**src/rtl/time_disp_pkg.sv**
```systemverilog
// Shared definitions for the MM.SS seven-segment display path: converter
// state encoding, segment patterns, digit slot numbering and the
// double-dabble iteration helper.
package time_disp_pkg;

    typedef enum logic [1:0] {
        ST_IDLE = 2'd0,
        ST_CONV = 2'd1,
        ST_DONE = 2'd2
    } conv_state_t;

    // Active-high segment patterns {g,f,e,d,c,b,a} for decimal digits 0..9
    localparam logic [6:0] SEG_DIGIT [10] = '{
        7'h3F, 7'h06, 7'h5B, 7'h4F, 7'h66,
        7'h6D, 7'h7D, 7'h07, 7'h7F, 7'h6F
    };
    localparam logic [6:0] SEG_BLANK = 7'h00;

    // A 6-bit binary value needs one shift per input bit
    localparam int BCD_ITERS = 6;

    // Display slot numbering, right to left on the board
    localparam logic [1:0] IDX_SEC_O = 2'd0;
    localparam logic [1:0] IDX_SEC_T = 2'd1;
    localparam logic [1:0] IDX_MIN_O = 2'd2;
    localparam logic [1:0] IDX_MIN_T = 2'd3;

    // One double-dabble iteration on {tens[13:10], ones[9:6], binary[5:0]}:
    // bump any BCD nibble that is 5 or more by 3, then shift left once.
    function automatic logic [13:0] dabble_step(input logic [13:0] v);
        logic [13:0] a;
        a = v;
        if (a[9:6] >= 4'd5) begin
            a[9:6] = a[9:6] + 4'd3;
        end
        if (a[13:10] >= 4'd5) begin
            a[13:10] = a[13:10] + 4'd3;
        end
        return {a[12:0], 1'b0};
    endfunction

endpackage

```
**src/rtl/seg7_decode.sv**
```systemverilog
// BCD digit to active-high seven-segment pattern. Codes above 9 never come
// out of the converter, but are shown blank rather than as garbage.
module seg7_decode
    import time_disp_pkg::*;
(
    input  logic [3:0] bcd,
    output logic [6:0] pattern
);

    // Table lookup, blank for non-decimal codes
    always_comb begin
        pattern = SEG_BLANK;
        case (bcd)
            4'd0: pattern = SEG_DIGIT[0];
            4'd1: pattern = SEG_DIGIT[1];
            4'd2: pattern = SEG_DIGIT[2];
            4'd3: pattern = SEG_DIGIT[3];
            4'd4: pattern = SEG_DIGIT[4];
            4'd5: pattern = SEG_DIGIT[5];
            4'd6: pattern = SEG_DIGIT[6];
            4'd7: pattern = SEG_DIGIT[7];
            4'd8: pattern = SEG_DIGIT[8];
            4'd9: pattern = SEG_DIGIT[9];
            default: pattern = SEG_BLANK;
        endcase
    end

endmodule

```
**src/rtl/time_display_mux.sv**
```systemverilog
// Four-digit MM.SS multiplexed display driver. Binary seconds/minutes are
// snapshotted once per frame and converted to BCD with an iterative
// double-dabble engine, so digits only change between full scans.
module time_display_mux
    import time_disp_pkg::*;
#(
    parameter int REFRESH_DIV    = 50000,
    parameter bit SEG_ACTIVE_LOW = 1'b1
) (
    input  logic       clk,
    input  logic       reset,
    input  logic [5:0] sec,
    input  logic [5:0] min,
    input  logic       blank,
    output logic [3:0] an,
    output logic [6:0] seg,
    output logic       dp
);

    localparam int CW = (REFRESH_DIV > 2) ? $clog2(REFRESH_DIV) : 2;
    localparam logic [CW-1:0] COUNT_LAST = CW'(REFRESH_DIV - 1);
    localparam logic [2:0]    ITER_LAST  = 3'(BCD_ITERS - 1);

    logic [CW-1:0] refresh_count;
    logic [1:0]    idx;
    logic          tick;
    logic          frame_start;

    conv_state_t   state;
    logic [2:0]    iter;
    logic [13:0]   sec_sr;
    logic [13:0]   min_sr;

    logic [3:0]    sec_o;
    logic [3:0]    sec_t;
    logic [3:0]    min_o;
    logic [3:0]    min_t;

    logic [3:0]    cur_digit;
    logic [6:0]    cur_pattern;
    logic [3:0]    an_hi;
    logic [6:0]    seg_hi;
    logic          dp_hi;

    assign tick        = (refresh_count == COUNT_LAST);
    assign frame_start = tick && (idx == IDX_MIN_T);

    // Dwell counter and digit index that together scan the four digits
    always_ff @(posedge clk) begin
        if (reset) begin
            refresh_count <= '0;
            idx           <= IDX_SEC_O;
        end else if (tick) begin
            refresh_count <= '0;
            idx           <= idx + 2'd1;
        end else begin
            refresh_count <= refresh_count + 1'b1;
        end
    end

    // Converter: snapshot at frame start, six dabble steps, then publish
    always_ff @(posedge clk) begin
        if (reset) begin
            state  <= ST_IDLE;
            iter   <= '0;
            sec_sr <= '0;
            min_sr <= '0;
            sec_o  <= '0;
            sec_t  <= '0;
            min_o  <= '0;
            min_t  <= '0;
        end else begin
            case (state)
                ST_IDLE: begin
                    if (frame_start) begin
                        sec_sr <= {8'd0, sec};
                        min_sr <= {8'd0, min};
                        iter   <= '0;
                        state  <= ST_CONV;
                    end
                end
                ST_CONV: begin
                    sec_sr <= dabble_step(sec_sr);
                    min_sr <= dabble_step(min_sr);
                    iter   <= iter + 3'd1;
                    if (iter == ITER_LAST) begin
                        state <= ST_DONE;
                    end
                end
                ST_DONE: begin
                    min_t <= min_sr[13:10];
                    min_o <= min_sr[9:6];
                    sec_t <= sec_sr[13:10];
                    sec_o <= sec_sr[9:6];
                    state <= ST_IDLE;
                end
                default: state <= ST_IDLE;
            endcase
        end
    end

    // Pick the digit for the slot currently being scanned
    always_comb begin
        cur_digit = sec_o;
        case (idx)
            IDX_SEC_O: cur_digit = sec_o;
            IDX_SEC_T: cur_digit = sec_t;
            IDX_MIN_O: cur_digit = min_o;
            IDX_MIN_T: cur_digit = min_t;
            default:   cur_digit = sec_o;
        endcase
    end

    seg7_decode u_decode (
        .bcd     (cur_digit),
        .pattern (cur_pattern)
    );

    // Active-high view of the next pin values, blanked on request
    always_comb begin
        an_hi  = 4'b0000;
        seg_hi = SEG_BLANK;
        dp_hi  = 1'b0;
        if (!blank) begin
            an_hi        = 4'b0000;
            an_hi[idx]   = 1'b1;
            seg_hi       = cur_pattern;
            dp_hi        = (idx == IDX_MIN_O);
        end
    end

    // Registered pins with board polarity applied
    always_ff @(posedge clk) begin
        if (reset) begin
            an  <= SEG_ACTIVE_LOW ? 4'b1111 : 4'b0000;
            seg <= SEG_ACTIVE_LOW ? ~SEG_BLANK : SEG_BLANK;
            dp  <= SEG_ACTIVE_LOW;
        end else begin
            an  <= SEG_ACTIVE_LOW ? ~an_hi  : an_hi;
            seg <= SEG_ACTIVE_LOW ? ~seg_hi : seg_hi;
            dp  <= SEG_ACTIVE_LOW ? ~dp_hi  : dp_hi;
        end
    end

endmodule

```
**config.mk**
```make
export PLATFORM = sky130hd
export DESIGN_NAME = time_display_mux
export DESIGN_NICKNAME = d
export VERILOG_FILES = /design/src/rtl/time_disp_pkg.sv /design/src/rtl/seg7_decode.sv /design/src/rtl/time_display_mux.sv
export SDC_FILE = /design/constraint.sdc
export NUM_CORES = 1
export LEC_CHECK = 0
export CORE_MARGIN = 5
export CORE_UTILIZATION = 59
export CTS_CLUSTER_DIAMETER = 60
export CTS_CLUSTER_SIZE = 40
export DETAILED_ROUTE_END_ITERATION = 7
export GPL_ROUTABILITY_DRIVEN = 0
export PLACE_DENSITY = 0.79
export SYNTH_ARGS = -nofsm -noshare
export SYNTH_HDL_FRONTEND = slang
export SYNTH_HIERARCHICAL = 1
export SYNTH_SLANG_ARGS = --single-unit
```
**constraint.sdc**
```tcl
create_clock -name clk -period 3.5 [get_ports clk]
set_input_delay 0.875 -clock clk [delete_from_list [all_inputs] [get_ports clk]]
set_output_delay 0.875 -clock clk [all_outputs]
set_load 0.03 [all_outputs]
```
Word level (Yosys, flattened, before mapping)

Memory sizes are Yosys's and may differ from the RTL's.
Index checks and enable logic that the tools add are counted.

Bitwise logic cells: 3
$lt $le $gt $ge: 6
Add/subtract/negate cells: 7
Reduce and logical (&&, ||, !) cells: 8
Multiplexer cells: 19
Eq/ne operators: 9

Operator list:

| cell                    | number |
|---|---|
| $pmux W14 S2            | 2 |
| $mux W14                | 2 |
| $add A16 B1 Y16 const B | 1 |
| $eq A16 B16 Y1 const B  | 1 |
| $ge A4 B3 Y1 const B    | 4 |
| $pmux W4 S4             | 1 |
| $mux W4                 | 3 |
| $mux W3                 | 3 |
| $add A4 B2 Y4 const B   | 2 |
| $mux W7                 | 1 |
| $not A7 Y7              | 1 |
| $add A3 B2 Y3 const B   | 2 |
| $eq A2 B2 Y1 const B    | 3 |
| $pmux W3 S2             | 1 |
| $eq A2 B1 Y1 const B    | 2 |
| $logic_not A2 Y1        | 2 |
| $mux W2                 | 2 |
| $ne A2 B2 Y1 const B    | 2 |
| $not A4 Y4              | 1 |
| $pmux W2 S2             | 1 |
| $reduce_and A2 Y1       | 2 |
| $add A3 B1 Y3 const B   | 1 |
| $eq A3 B3 Y1 const B    | 1 |
| $lt A2 B3 Y1 const B    | 1 |
| other kinds (8)         | 10 |

ROM bits: 112
Bits in registers: 79
Memories: 1
Output and inout port bits: 12

Memory list:

| memory          | depth | bits a word | rd ports | clocked after Yosys merged registers in | wr ports | RTL line          | RTL |
|---|---|---|---|---|---|---|---|
| (no name shown) | 16    | 7           | 1        | 0                                       | 0        | seg7_decode.sv:13 | `case (bcd)` |

Logic depth before layout (Yosys ltp)

Depth after elaboration: 6
Mapped depth: 10
Depth with buffers taken out: 10

By module

Netlist, hierarchy kept.

By module, submodules not included:

| module           | area each (um^2) | seq. area each (um^2) | cells each | times used |
|---|---|---|---|---|
| time_display_mux | 3,407.0          | 1,561.5               | 405        | 1 |
| seg7_decode      | 201.4            | 0.0                   | 26         | 1 |

Worst setup path after synthesis

Ideal clock, no wire load.

Path kind: register -> register
Start: reg idx[0]
End: reg seg[3]
Clock period less this slack: 2.127 ns
Slack: 1.373 ns
Buffers on the path: 1
Arrival: 2.001 ns
Required time: 3.374 ns
Stages on the path, launching flop included: 10
Library setup time: 0.126 ns
Cell sequence: dfxtp_1 -> inv_1 -> ha_1 -> buf_1 -> mux2i_1 -> inv_1 -> ha_1 -> inv_1 -> o21ai_0 -> nand2_1

Longest elaborated chain between the ends: 5
Elaborated cells between the ends (all ways): 8

Ends and longest elaborated chain:

| what                                       | RTL line                | RTL |
|---|---|---|
| start: declaration                         | time_display_mux.sv:25  | `logic [1:0] idx;` |
| start signal: assignment                   | time_display_mux.sv:55  | `idx <= idx + 2'd1;` |
| $eq A2 B2 Y1, or another cell as far along | time_display_mux.sv:105 | `case (idx)` |
| $pmux W4 S4 *                              | time_display_mux.sv:105 |  |
| net cur_digit[1]                           | time_display_mux.sv:39  | `logic [3:0] cur_digit;` |
| $mem_v2 Z16 W7 *                           | n/a                     |  |
| net cur_pattern[3]                         | time_display_mux.sv:40  | `logic [6:0] cur_pattern;` |
| $mux W7 *                                  | time_display_mux.sv:124 | `if (!blank) begin` |
| $not A7 Y7 *                               | time_display_mux.sv:140 | `seg <= SEG_ACTIVE_LOW ? ~seg_hi : seg_hi;` |
| end signal: assignment                     | time_display_mux.sv:136 | `seg <= SEG_ACTIVE_LOW ? ~SEG_BLANK : SEG_BLANK;` |
| end signal: assignment                     | time_display_mux.sv:140 |  |
| end: declaration                           | time_display_mux.sv:16  | `output logic [6:0] seg,` |

Mark *: on every way through the listed nets, which the timed path passes. The rest lies on a longest branch.
A chain may end at the register's enable or synchronous reset.

Worst setup path in the final report

Start: reg refresh_count[10]
End: reg sec_sr[10]

Longest elaborated chain between the ends: 4

Ends and longest elaborated chain:

| what                               | RTL line               | RTL |
|---|---|---|
| start: declaration                 | time_display_mux.sv:24 | `logic [CW-1:0] refresh_count;` |
| start signal: assignment           | time_display_mux.sv:57 | `refresh_count <= refresh_count + 1'b1;` |
| $eq A16 B16 Y1                     | time_display_mux.sv:45 | `assign tick = (refresh_count == COUNT_LAST);` |
| $logic_and A1 B1 Y1                | time_display_mux.sv:46 | `assign frame_start = tick && (idx == IDX_MIN_T);` |
| $ne A2 B2 Y1 (no source line)      | n/a                    |  |
| $reduce_and A2 Y1 (no source line) | n/a                    |  |
| end signal: assignment             | time_display_mux.sv:76 | `sec_sr <= {8'd0, sec};` |
| end signal: assignment             | time_display_mux.sv:83 | `sec_sr <= dabble_step(sec_sr);` |
| end: declaration                   | time_display_mux.sv:31 | `logic [13:0] sec_sr;` |

No other way between the ends.

==> results.rst <==
.. list-table::
   :header-rows: 1

   * - Metric
     - Value
   * - Result of the run
     - finished clean
   * - Number of nets produced by synthesis
     - about 470
   * - Count of hold buffers inserted by post-cts repair
     - 0
   * - Dominant cell type by area after synthesis
     - sky130_fd_sc_hd__dfxtp_1
   * - EDFF count, synth
     - 0
   * - Initial detailed-routing violation count
     - 220
   * - Pwr Total
     - 0.00154 W
   * - FF+latch count, synth
     - 78
   * - Critical Path Fanout Max
     - 21
   * - PD cells
     - approximately 380 nW/µm²
   * - Final worst clock skew
     - about 6.3 ps
   * - Wire length of the first global-routing pass
     - about 12 mm
   * - Required time at the worst-slack endpoint
     - between 3000 and 4000 ps
   * - Reg-to-reg slack, setup
     - between 900 and 1000 ps
   * - Fin. max-slew vios
     - 0
   * - Die X
     - slightly below 90 µm
   * - Share of post-route cells with drive strength above 1
     - under 10%
   * - Post-placement cell count
     - 509
   * - Fraction of the mapped netlist area in simple logic gates
     - 22.3%
   * - Worst hold margin
     - approximately 460 ps
   * - Met1 layer wirelength in the final routing
     - between 3 and 4 mm
   * - Slew Limit Headroom
     - 34.0%
   * - Setup repair after global routing missed its margin
     - no
   * - Effective utilization at floorplan
     - 60.9%
   * - Area contributors post-synth
     - sky130_fd_sc_hd__dfxtp_1 43%, sky130_fd_sc_hd__ha_1 7.6%, sky130_fd_sc_hd__nand2_1 7.6%
   * - Overall overflow remaining after global route
     - 0
   * - Peak Freq
     - approximately 400 MHz
   * - Proportion of synthesized chip area in sequential cells
     - a little over two fifths
   * - Count of mapped cells out of synthesis
     - 431
   * - Period Utilization, post-route
     - 72.0%
   * - Syn_area_per_cell
     - ~8.4 µm²
   * - HPWL Detailed
     - between 4 and 5 mm
   * - CTS Buf Count
     - 9
   * - IR drop worst, VDD
     - 0.000269 V
   * - Adder-Cell Fraction of Synth Area
     - 7.63%
   * - Global router's overall resource usage
     - between 10% and 20%
   * - Final count of negative-setup-slack endpoints
     - 0
   * - Height of the die
     - around 90 µm
   * - Root buffer selected by CTS
     - sky130_fd_sc_hd__clkbuf_8
   * - Hold Crit Class
     - flop to flop
   * - Largest net degree at the start of global routing
     - 30
   * - Transition time at the pin with the least slew margin
     - 988 ps
   * - Flip-flop and latch area
     - about 1600 µm²
   * - Number of levels in the clock H-tree
     - 3
   * - Post-CTS setup-driven buffer insertion count
     - 0
   * - Nets
     - slightly below 500
   * - Netlist area before placement
     - ~3600 µm²
   * - Share of flip-flops with an asynchronous set or reset after synthesis
     - 0%
   * - Clock input transition at the sequential cells of the worst setup and hold paths
     - 80 ps
   * - Diode insertion count for antenna repair
     - 0
   * - Post-detailed-route via-to-cell ratio
     - ~5.5
   * - Detailed-routing iteration count for the pre-antenna-repair pass
     - 4
   * - Total negative slack
     - 0 ps
   * - Number of distinct library cell variants in the gate-level netlist after synthesis
     - 41
   * - Static leakage
     - roughly 1.4 nW
   * - Top layer reached by signal wires
     - met4
   * - Wirelength per Cell
     - between 10 and 15 µm
   * - Max-cap violation count
     - 0
   * - Post-synthesis compound-gate area fraction
     - between 10 and 15%
   * - Worst-Skew Late Latency
     - 350 ps
   * - Fraction of synthesized cell area taken by the top area cell type
     - approximately 43%
   * - Number of instances resized during post-cts repair
     - 0
   * - Count of clock tree sinks
     - 78
   * - Antenna violations before repair
     - 0
   * - Number of non-filler instances in the completed layout
     - around 530
   * - Number of buffers inserted by port buffering
     - 26
   * - Final cell utilization of the core
     - 67.9%
   * - Vias in the first global route
     - 2606
   * - Final routed wirelength across all metal layers
     - about 7 mm
   * - Syn-to-layout area delta
     - 11.4%
   * - Area inside the core boundary
     - around 5900 µm²
   * - Kind of end point of the critical path
     - flop
   * - CTS tree
     - done
   * - Multi-input gate area in the final layout
     - approximately 1800 µm²
   * - Number of vias in the routed layout
     - 2865
   * - Dominant synthesized flop cell
     - sky130_fd_sc_hd__dfxtp_1
   * - Deepest clock path buffer count
     - 2
   * - Yosys warning total
     - 6
   * - Antenna Violating Nets Remaining
     - 0
   * - Total I/O pin count
     - 27
   * - Area of the die
     - ~7800 µm²
   * - Wire length on met2
     - 3.26 mm
   * - Hold violation total from the final report
     - 0
   * - Fill cells
     - 520
   * - Post-Synth XOR/XNOR Area
     - slightly below 5%
   * - Worst setup path class
     - flop to flop
   * - Number of cell rows
     - 28
   * - Met3 wire length
     - 348 µm
   * - Fraction of synthesized area in multiplexers
     - 2.50%
   * - Combinational family with the most area after synthesis
     - simple AND/OR/NAND/NOR gates
   * - Post-route DRC violation count
     - 0
   * - Minimum clock period
     - 2520 ps
   * - Element type at the critical path start
     - flop
   * - Data arrival time of the worst path
     - ~2800 ps
report_power, final:
group	leakage [nW]	switching [W]	internal [W]	total, W
Combinational	0.719	0.0000291	0.0000252	0.0000543
Clock	0.0926	0.000315	0.000271	0.000586
Sequential	0.631	0.00000418	0.000894	0.000898
flip-flops by register name (all words and copies together), names as in the netlist, 2 cells and up:
register       cells
min_o              4
sec_sr            14
min_sr            14
min_t              4
state              2
iter               3
seg                7
an                 3
idx                2
sec_o              4
sec_t              4
refresh_count     16
area by class of cell:
type	instances	share of cell area, %
Clock buffer	11	3.52
Clock inverter	5	0.622
Sequential cell	78	38.8
Timing Repair Buffer	29	6.91
Inverter	23	2.15
Multi-Input combinational cell	304	45.6
Tap cell	75	2.33
cells in the mapped netlist, types with 2 or more instances:
| master | instances |
|---|---|
| sky130_fd_sc_hd__nand2_1 | 73 |
| sky130_fd_sc_hd__nand2b_1 | 6 |
| sky130_fd_sc_hd__a21oi_1 | 40 |
| sky130_fd_sc_hd__mux2i_1 | 9 |
| sky130_fd_sc_hd__nand4_1 | 2 |
| sky130_fd_sc_hd__a222oi_1 | 4 |
| sky130_fd_sc_hd__nand3_1 | 22 |
| sky130_fd_sc_hd__and2_1 | 2 |
| sky130_fd_sc_hd__or3_1 | 3 |
| sky130_fd_sc_hd__nor2_1 | 36 |
| sky130_fd_sc_hd__and3_1 | 2 |
| sky130_fd_sc_hd__or2_2 | 2 |
| sky130_fd_sc_hd__a31oi_1 | 3 |
| sky130_fd_sc_hd__xor2_1 | 8 |
| sky130_fd_sc_hd__xnor2_1 | 12 |
| sky130_fd_sc_hd__a311oi_1 | 10 |
| sky130_fd_sc_hd__nor3_1 | 17 |
| sky130_fd_sc_hd__nor2b_1 | 2 |
| sky130_fd_sc_hd__buf_1 | 3 |
| sky130_fd_sc_hd__inv_1 | 23 |
| sky130_fd_sc_hd__ha_1 | 22 |
| sky130_fd_sc_hd__clkbuf_1 | 19 |
| sky130_fd_sc_hd__o21ai_0 | 16 |
| sky130_fd_sc_hd__dfxtp_1 | 78 |
worst max-delay path, stage by stage (launching register included):
cell,delay (ps)
sky130_fd_sc_hd__dfxtp_1,370
sky130_fd_sc_hd__or4b_4,570
sky130_fd_sc_hd__nor4_4,430
sky130_fd_sc_hd__nand3_1,620
sky130_fd_sc_hd__a31oi_1,360
sky130_fd_sc_hd__nor2_1,60
per-stage QoR:
step,instance area [µm²],setup slack (ps)
floorplan,3610,1370
global placement,3850,1010
detailed placement,3850,979
CTS,4020,958
global route,4020,772
finish,4020,979
path summary, 6_finish.rpt:
check               startpoint          to  cells past startpoint
max          refresh_count[10]  sec_sr[10]                      5
max reg2reg  refresh_count[10]  sec_sr[10]                      5
min reg2reg           sec_o[0]    sec_o[0]                      2
min                   sec_o[0]    sec_o[0]                      2
metal layers:
| layer | vias to the layer above | track usage (%) |
|---|---|---|
| li1 | 1480 | - |
| met1 | 1325 | 24.3 |
| met2 | 50 | 30.9 |
| met3 | 10 | 5.17 |
| met4 | 0 | 8.24 |
| met5 | - | 0 |
cells in the final DEF, fill, tap and decap left out, types with 12 or more instances in the layout:
cell,count
sky130_fd_sc_hd__a21oi_1,40
sky130_fd_sc_hd__clkdlybuf4s50_1,25
sky130_fd_sc_hd__dfxtp_1,78
sky130_fd_sc_hd__ha_1,22
sky130_fd_sc_hd__inv_1,23
sky130_fd_sc_hd__nand2_1,73
sky130_fd_sc_hd__nand3_1,22
sky130_fd_sc_hd__nor2_1,36
sky130_fd_sc_hd__nor3_1,17
sky130_fd_sc_hd__o21ai_0,16
sky130_fd_sc_hd__xnor2_1,12
cells by family (layout without fill, tap and decap cells):
group	count (synthesis)	count (layout)
adders and majority gates	22	22
and+or+nand+nor	173	173
AOI/OAI and AO/OA	80	80
buffers and inverters	49	68
DFF	78	78
xor gates and xnor gates	20	20
muxes	9	9
(Power assumes the default switching activity.)
